--- config.mk ---
export PLATFORM = sky130hd
export DESIGN_NAME = crc_stream_master_flat
export DESIGN_NICKNAME = d
export VERILOG_FILES = /design/src/rtl/crc_stream_master_if.sv /design/src/rtl/crc_stream_master.sv /design/src/flat_wrapper.sv
export SDC_FILE = /design/constraint.sdc
export NUM_CORES = 1
export LEC_CHECK = 0
export CAP_MARGIN = 40
export CORE_MARGIN = 1.5
export CORE_UTILIZATION = 35
export CTS_CLUSTER_SIZE = 40
export DETAILED_ROUTE_END_ITERATION = 8
export GPL_TIMING_DRIVEN = 0
export PLACE_DENSITY = 0.85
export SLEW_MARGIN = 40
export SYNTH_ARGS = -nofsm -noshare
export SYNTH_HDL_FRONTEND = slang
export SYNTH_SLANG_ARGS = --single-unit
export TNS_END_PERCENT = 30
--- constraint.sdc ---
create_clock -name clk -period 2 [get_ports clk]
set_input_delay 0.3 -clock clk [delete_from_list [all_inputs] [get_ports clk]]
set_output_delay 0.3 -clock clk [all_outputs]
set_load 0.05 [all_outputs]
--- src/rtl/crc_stream_master_if.sv ---
// CFU request/response handshake: the initiator sends one byte plus the running CRC,
// and the responder returns the updated CRC tagged with the request id.
interface cfu_interface;
    logic        req_valid;
    logic        req_ready;
    logic [3:0]  req_id;
    logic [31:0] req_data0;
    logic [31:0] req_data1;
    logic        resp_valid;
    logic        resp_ready;
    logic [3:0]  resp_id;
    logic [1:0]  resp_status;
    logic [31:0] resp_data;

    modport master (
        output req_valid, req_id, req_data0, req_data1, resp_ready,
        input  req_ready, resp_valid, resp_id, resp_status, resp_data
    );

    modport slave (
        input  req_valid, req_id, req_data0, req_data1, resp_ready,
        output req_ready, resp_valid, resp_id, resp_status, resp_data
    );
endinterface

--- src/rtl/crc_stream_master.sv ---
// Streams message bytes through an external CFU CRC engine, one outstanding request
// at a time, and presents the final CRC and an error flag for the whole message.
module crc_stream_master #(
    parameter logic [31:0] INIT_CRC  = 32'hFFFFFFFF,
    parameter logic [31:0] FINAL_XOR = 32'hFFFFFFFF
) (
    input  logic         clk,
    input  logic         rst,
    input  logic         start,
    input  logic         in_valid,
    output logic         in_ready,
    input  logic [7:0]   in_data,
    input  logic         in_last,
    output logic         out_valid,
    input  logic         out_ready,
    output logic [31:0]  out_crc,
    output logic         out_error,
    cfu_interface.master cfu
);

    typedef enum logic [2:0] {
        IDLE  = 3'd0,
        FETCH = 3'd1,
        REQ   = 3'd2,
        RESP  = 3'd3,
        DONE  = 3'd4
    } state_t;

    state_t      state;
    state_t      state_nxt;
    logic [3:0]  id_reg;
    logic [31:0] crc_reg;
    logic        err_reg;
    logic [7:0]  byte_reg;
    logic        last_reg;
    logic        resp_bad;

    // id_reg has already advanced past the accepted request, so the issued id is one behind.
    assign resp_bad = (cfu.resp_id != (id_reg - 4'd1)) || (cfu.resp_status != 2'd0);

    assign cfu.req_id    = id_reg;
    assign cfu.req_data0 = {24'b0, byte_reg};
    assign cfu.req_data1 = crc_reg;

    assign out_crc   = crc_reg ^ FINAL_XOR;
    assign out_error = err_reg && (state == DONE);

    always_ff @(posedge clk) begin
        if (rst) begin
            state    <= IDLE;
            id_reg   <= 4'd0;
            crc_reg  <= 32'd0;
            err_reg  <= 1'b0;
            byte_reg <= 8'd0;
            last_reg <= 1'b0;
        end else begin
            state <= state_nxt;
            case (state)
                IDLE: begin
                    if (start) begin
                        crc_reg <= INIT_CRC;
                        err_reg <= 1'b0;
                    end
                end
                FETCH: begin
                    if (in_valid) begin
                        byte_reg <= in_data;
                        last_reg <= in_last;
                    end
                end
                REQ: begin
                    if (cfu.req_ready) begin
                        id_reg <= id_reg + 4'd1;
                    end
                end
                RESP: begin
                    if (cfu.resp_valid) begin
                        crc_reg <= cfu.resp_data;
                        if (resp_bad) begin
                            err_reg <= 1'b1;
                        end
                    end
                end
                default: ;
            endcase
        end
    end

    always_comb begin
        state_nxt      = state;
        in_ready       = 1'b0;
        out_valid      = 1'b0;
        cfu.req_valid  = 1'b0;
        cfu.resp_ready = 1'b0;
        case (state)
            IDLE: begin
                if (start) begin
                    state_nxt = FETCH;
                end
            end
            FETCH: begin
                in_ready = 1'b1;
                if (in_valid) begin
                    state_nxt = REQ;
                end
            end
            REQ: begin
                cfu.req_valid = 1'b1;
                if (cfu.req_ready) begin
                    state_nxt = RESP;
                end
            end
            RESP: begin
                cfu.resp_ready = 1'b1;
                // An error ends the message early; remaining bytes are left for upstream to flush.
                if (cfu.resp_valid) begin
                    state_nxt = (last_reg || resp_bad) ? DONE : FETCH;
                end
            end
            DONE: begin
                out_valid = 1'b1;
                if (out_ready) begin
                    state_nxt = IDLE;
                end
            end
            default: state_nxt = IDLE;
        endcase
    end

endmodule

--- src/flat_wrapper.sv ---
// flat-port wrapper written by rule: the top's interface ports become plain ports
module crc_stream_master_flat 
#(
    parameter logic [31:0] INIT_CRC  = 32'hFFFFFFFF,
    parameter logic [31:0] FINAL_XOR = 32'hFFFFFFFF
)
  (clk, rst, start, in_valid, in_ready, in_data, in_last, out_valid, out_ready, out_crc, out_error, cfu_req_valid, cfu_req_id, cfu_req_data0, cfu_req_data1, cfu_resp_ready, cfu_req_ready, cfu_resp_valid, cfu_resp_id, cfu_resp_status, cfu_resp_data);
  cfu_interface cfu_i ();
  input  logic clk;
  input  logic rst;
  input  logic start;
  input  logic in_valid;
  output logic in_ready;
  input  logic [7:0] in_data;
  input  logic in_last;
  output logic out_valid;
  input  logic out_ready;
  output logic [31:0] out_crc;
  output logic out_error;
  output wire logic [$bits(cfu_i.req_valid)-1:0] cfu_req_valid;
  output wire logic [$bits(cfu_i.req_id)-1:0] cfu_req_id;
  output wire logic [$bits(cfu_i.req_data0)-1:0] cfu_req_data0;
  output wire logic [$bits(cfu_i.req_data1)-1:0] cfu_req_data1;
  output wire logic [$bits(cfu_i.resp_ready)-1:0] cfu_resp_ready;
  input wire logic [$bits(cfu_i.req_ready)-1:0] cfu_req_ready;
  input wire logic [$bits(cfu_i.resp_valid)-1:0] cfu_resp_valid;
  input wire logic [$bits(cfu_i.resp_id)-1:0] cfu_resp_id;
  input wire logic [$bits(cfu_i.resp_status)-1:0] cfu_resp_status;
  input wire logic [$bits(cfu_i.resp_data)-1:0] cfu_resp_data;
  assign cfu_req_valid = cfu_i.req_valid;
  assign cfu_req_id = cfu_i.req_id;
  assign cfu_req_data0 = cfu_i.req_data0;
  assign cfu_req_data1 = cfu_i.req_data1;
  assign cfu_resp_ready = cfu_i.resp_ready;
  assign cfu_i.req_ready = cfu_req_ready;
  assign cfu_i.resp_valid = cfu_resp_valid;
  assign cfu_i.resp_id = cfu_resp_id;
  assign cfu_i.resp_status = cfu_resp_status;
  assign cfu_i.resp_data = cfu_resp_data;
  crc_stream_master #(.INIT_CRC(INIT_CRC), .FINAL_XOR(FINAL_XOR)) u_core (.clk(clk), .rst(rst), .start(start), .in_valid(in_valid), .in_ready(in_ready), .in_data(in_data), .in_last(in_last), .out_valid(out_valid), .out_ready(out_ready), .out_crc(out_crc), .out_error(out_error), .cfu(cfu_i));
endmodule
==> metrics.txt <==
number of hold buffers added after CTS=0; die extent in y=between 80 and 90 µm; share of the cycle needed by the critical path after routing=between 90% and 100%; post-CTS clock slew at the launch and capture registers of the worst setup and hold paths=about 90 ps; critical path's top delay family=simple AND/OR/NAND/NOR gates; WP data arrival=between 1500 and 2000 ps; first-pass iteration count of the detailed router=5; antenna-violating nets left=0; clock buffers created by TritonCTS=5; post-synthesis to final-layout area growth=72.04%; top cells by area, synth=dfxtp_1 (44%), nor2_1 (12%), nor3_1 (8.2%), buf_4 (8.0%), inv_1 (6.0%); initial cell density of the core=35.86%; clock sink count=49; post-synthesis register bit count=just under 50; Internal Dissipation=between 1.5 and 2 mW; cells traversed along the worst timing path=buf_2, or3b_1, inv_1, and2_1, clkbuf_4; sum of overflow across all layers after global routing=0; # DRC=0; endpoints failing setup=0; setup ws final=65.11 ps; power density over cell area=slightly above 800 nW/µm²; Hold/Removal Path Class=primary input to register; worst-case setup slack after placement=-180.4 ps; Horiz. Die Dim=between 80 and 90 µm; initial antenna violation count=0; I/O Pins=between 150 and 200; max reg flops=32; most common cell after layout, fill and taps aside=clkdlybuf4s50_1; launching element type of the critical path=register; FF-to-FF setup slack=80 ps; average wire length per cell after detail routing=~12 µm; final count of hold timing violations=0; worst ir drop on vdd=between 0.4 and 0.5 mV; Layout Cell Area excl Fill=3872 µm²; buffer and inverter count on the worst path=3; buffers inserted during post-CTS setup optimization=0; number of diodes added for antenna fixing=0; share of total power consumed by net switching=between 30% and 40%; switching power summed over all nets=between 1 and 1.5 mW; biggest fanout along the worst timing path=10; final cell utilization of the core=between 60% and 70%; part of the power in registers=between 30 and 40%; first-pass GRT wire length=roughly 11,000 µm; start-to-end type of the worst setup path=register to output pin; share of cells above drive strength 1=slightly above 10%; area of the die=around 6900 µm²; clock network latency to the later pin of the worst-skew pair=about 300 ps; final cell count without fillers=roughly 540; number of instances on the worst hold path=2; number of maximum-capacitance violations=0; length in cells of the worst reg-to-reg path=6; CORE AREA=~6300 µm²; final worst path period need=roughly 1900 ps; worst r2r src=u_core.cfu.req_id[0]; synth warn=0; result of the run=completed; Clk pwr share=around a quarter; count of port buffers added during placement=133; via count=around 2.4k; worst-case clock skew=about 2.6 ps; total length of routed wires=approximately 6400 µm; netlist area before placement=2251 µm²; Final Total Pwr=3.148 mW; Max Transition Viols Final=0; dpl cells=between 500 and 600; CP peak stage delay=roughly 400 ps; Required @ worst endpoint=about 1700 ps; Endpoint, Worst Hold=u_core.byte_reg[4]; deepest clock path buffer count=2; Layout Nets=about 520; Mapped Avg Cell Area=about 7.5 µm²; Unique masters post-synth=32; library cell occupying the most area in the post-synthesis netlist=dfxtp_1; Rel. slew slack=between 60% and 70%; fraction of post-synthesis cell area in the top cell type by area=between 40% and 50%; relative contribution of combinational cells to total power=40.8%; Placement Rows=29; Tightest Pin Transition=541.6 ps; Setup Total Neg Slack=0 ps; setup repair after global routing missed its margin=true; tightest hold margin=about 430 ps; cell count after synthesis=302; Hold Crit Start=rst; Leakage Power=about 1.6 nW; DR vias/cell=4.462; Seq/Total Area, Yosys=between 40% and 50%; Critical-path top delay cell=or3b_1; pin count of the biggest net entering global routing=15; TritonCTS clock tree=yes; capture point of the worst reg-to-reg path=u_core.err_reg; achievable frequency=between 500 and 600 MHz; Area after DPL=about 3800 µm²; commonest non-fill, non-tap cells in the layout=clkdlybuf4s50_1 (128), nor2_1 (72), dfxtp_1 (48); H-tree levels=2; element type at the critical path end=output pin; via count of the first global-routing pass=about 2.2k; GRT Util Overall=18.88%; clock root buffer master=clkbuf_8; Critical Path Stages=5; detailed placer's ending HPWL=~5000 µm; Placer Congestion=roughly 0.76; DRC marker count from the first detailed-route iteration=62
-- per-layer routing --
metal / routed length, µm / track usage, % / vias to the layer above
li1: - / - / 1213
met1: 2672 / 23.08 / 1106
met2: 3230 / 33.41 / 99
met3: 487 / 5.467 / 5
met4: 40 / 3.182 / 0
met5: 0 / 0 / -
-- cell usage after synthesis (all sizes together) --
library cell	instances
ha	2
or2	1
mux2i	1
conb	1
nand2	21
or4	1
xor2	2
nor3	37
xnor2	7
a211oi	1
o31a	1
a221oi	1
nor2b	3
nor2	72
and4bb	1
a21oi	12
nor3b	1
and2	3
or3b	2
inv	36
dfxtp	49
a2111oi	1
nor4	1
buf	29
nand4	1
nand3	2
nand3b	1
nor4b	1
clkbuf	10
a22oi	1
-- final cells by class --
| cell class | count | area (µm²) |
|---|---|---|
| clock buffer | 7 | 86.33 |
| buffer | 39 | 244.0 |
| tap | 77 | 96.34 |
| sequential | 49 | 982.2 |
| inverter | 36 | 135.1 |
| clock inverter | 1 | 30.03 |
| fill | 544 | 2405 |
| multi-input combinational | 201 | 983.4 |
| timing repair buffer | 133 | 1315 |
-- power groups by stage --
stage               registers [mW]  logic (mW)  clock network (mW)
floorplan                     1.40       0.588                   0
global placement              1.14        1.27                   0
detailed placement            1.15        1.29                   0
CTS                           1.12        1.29               0.751
global route                  1.14        1.35               0.791
finish                        1.12        1.28               0.742
-- cells by family after synthesis --
family                     synth area share, %
xor gates and xnor gates                 3.836
muxes                                   0.4447
and+or+nand+nor                          29.57
adders and majority gates                1.112
other                                   0.1666
AOI/OAI and AO/OA                        4.503
buffers and inverters                    16.79
DFF                                      43.58
-- worst max path at each step --
stage	start	to	slack, ps
6_report	u_core.state[2]	out_error	70
5_1_grt	u_core.state[2]	out_error	-30
4_1_cts	u_core.state[2]	out_error	-90
3_5_place_dp	start	u_core.cfu.req_data1[17]	-180
3_3_place_gp	u_core.state[2]	out_error	-170
2_1_floorplan	u_core.cfu.req_id[1]	u_core.err_reg	-100
-- what timing repair did --
| action | 4_1_cts | 5_1_grt |
|---|---|---|
| resized for setup | 13 | 12 |
| setup endpoints to repair | 5 | 10 |
| pin swaps | 0 | 0 |
No activity file was read; power rests on OpenSTA's default activity.
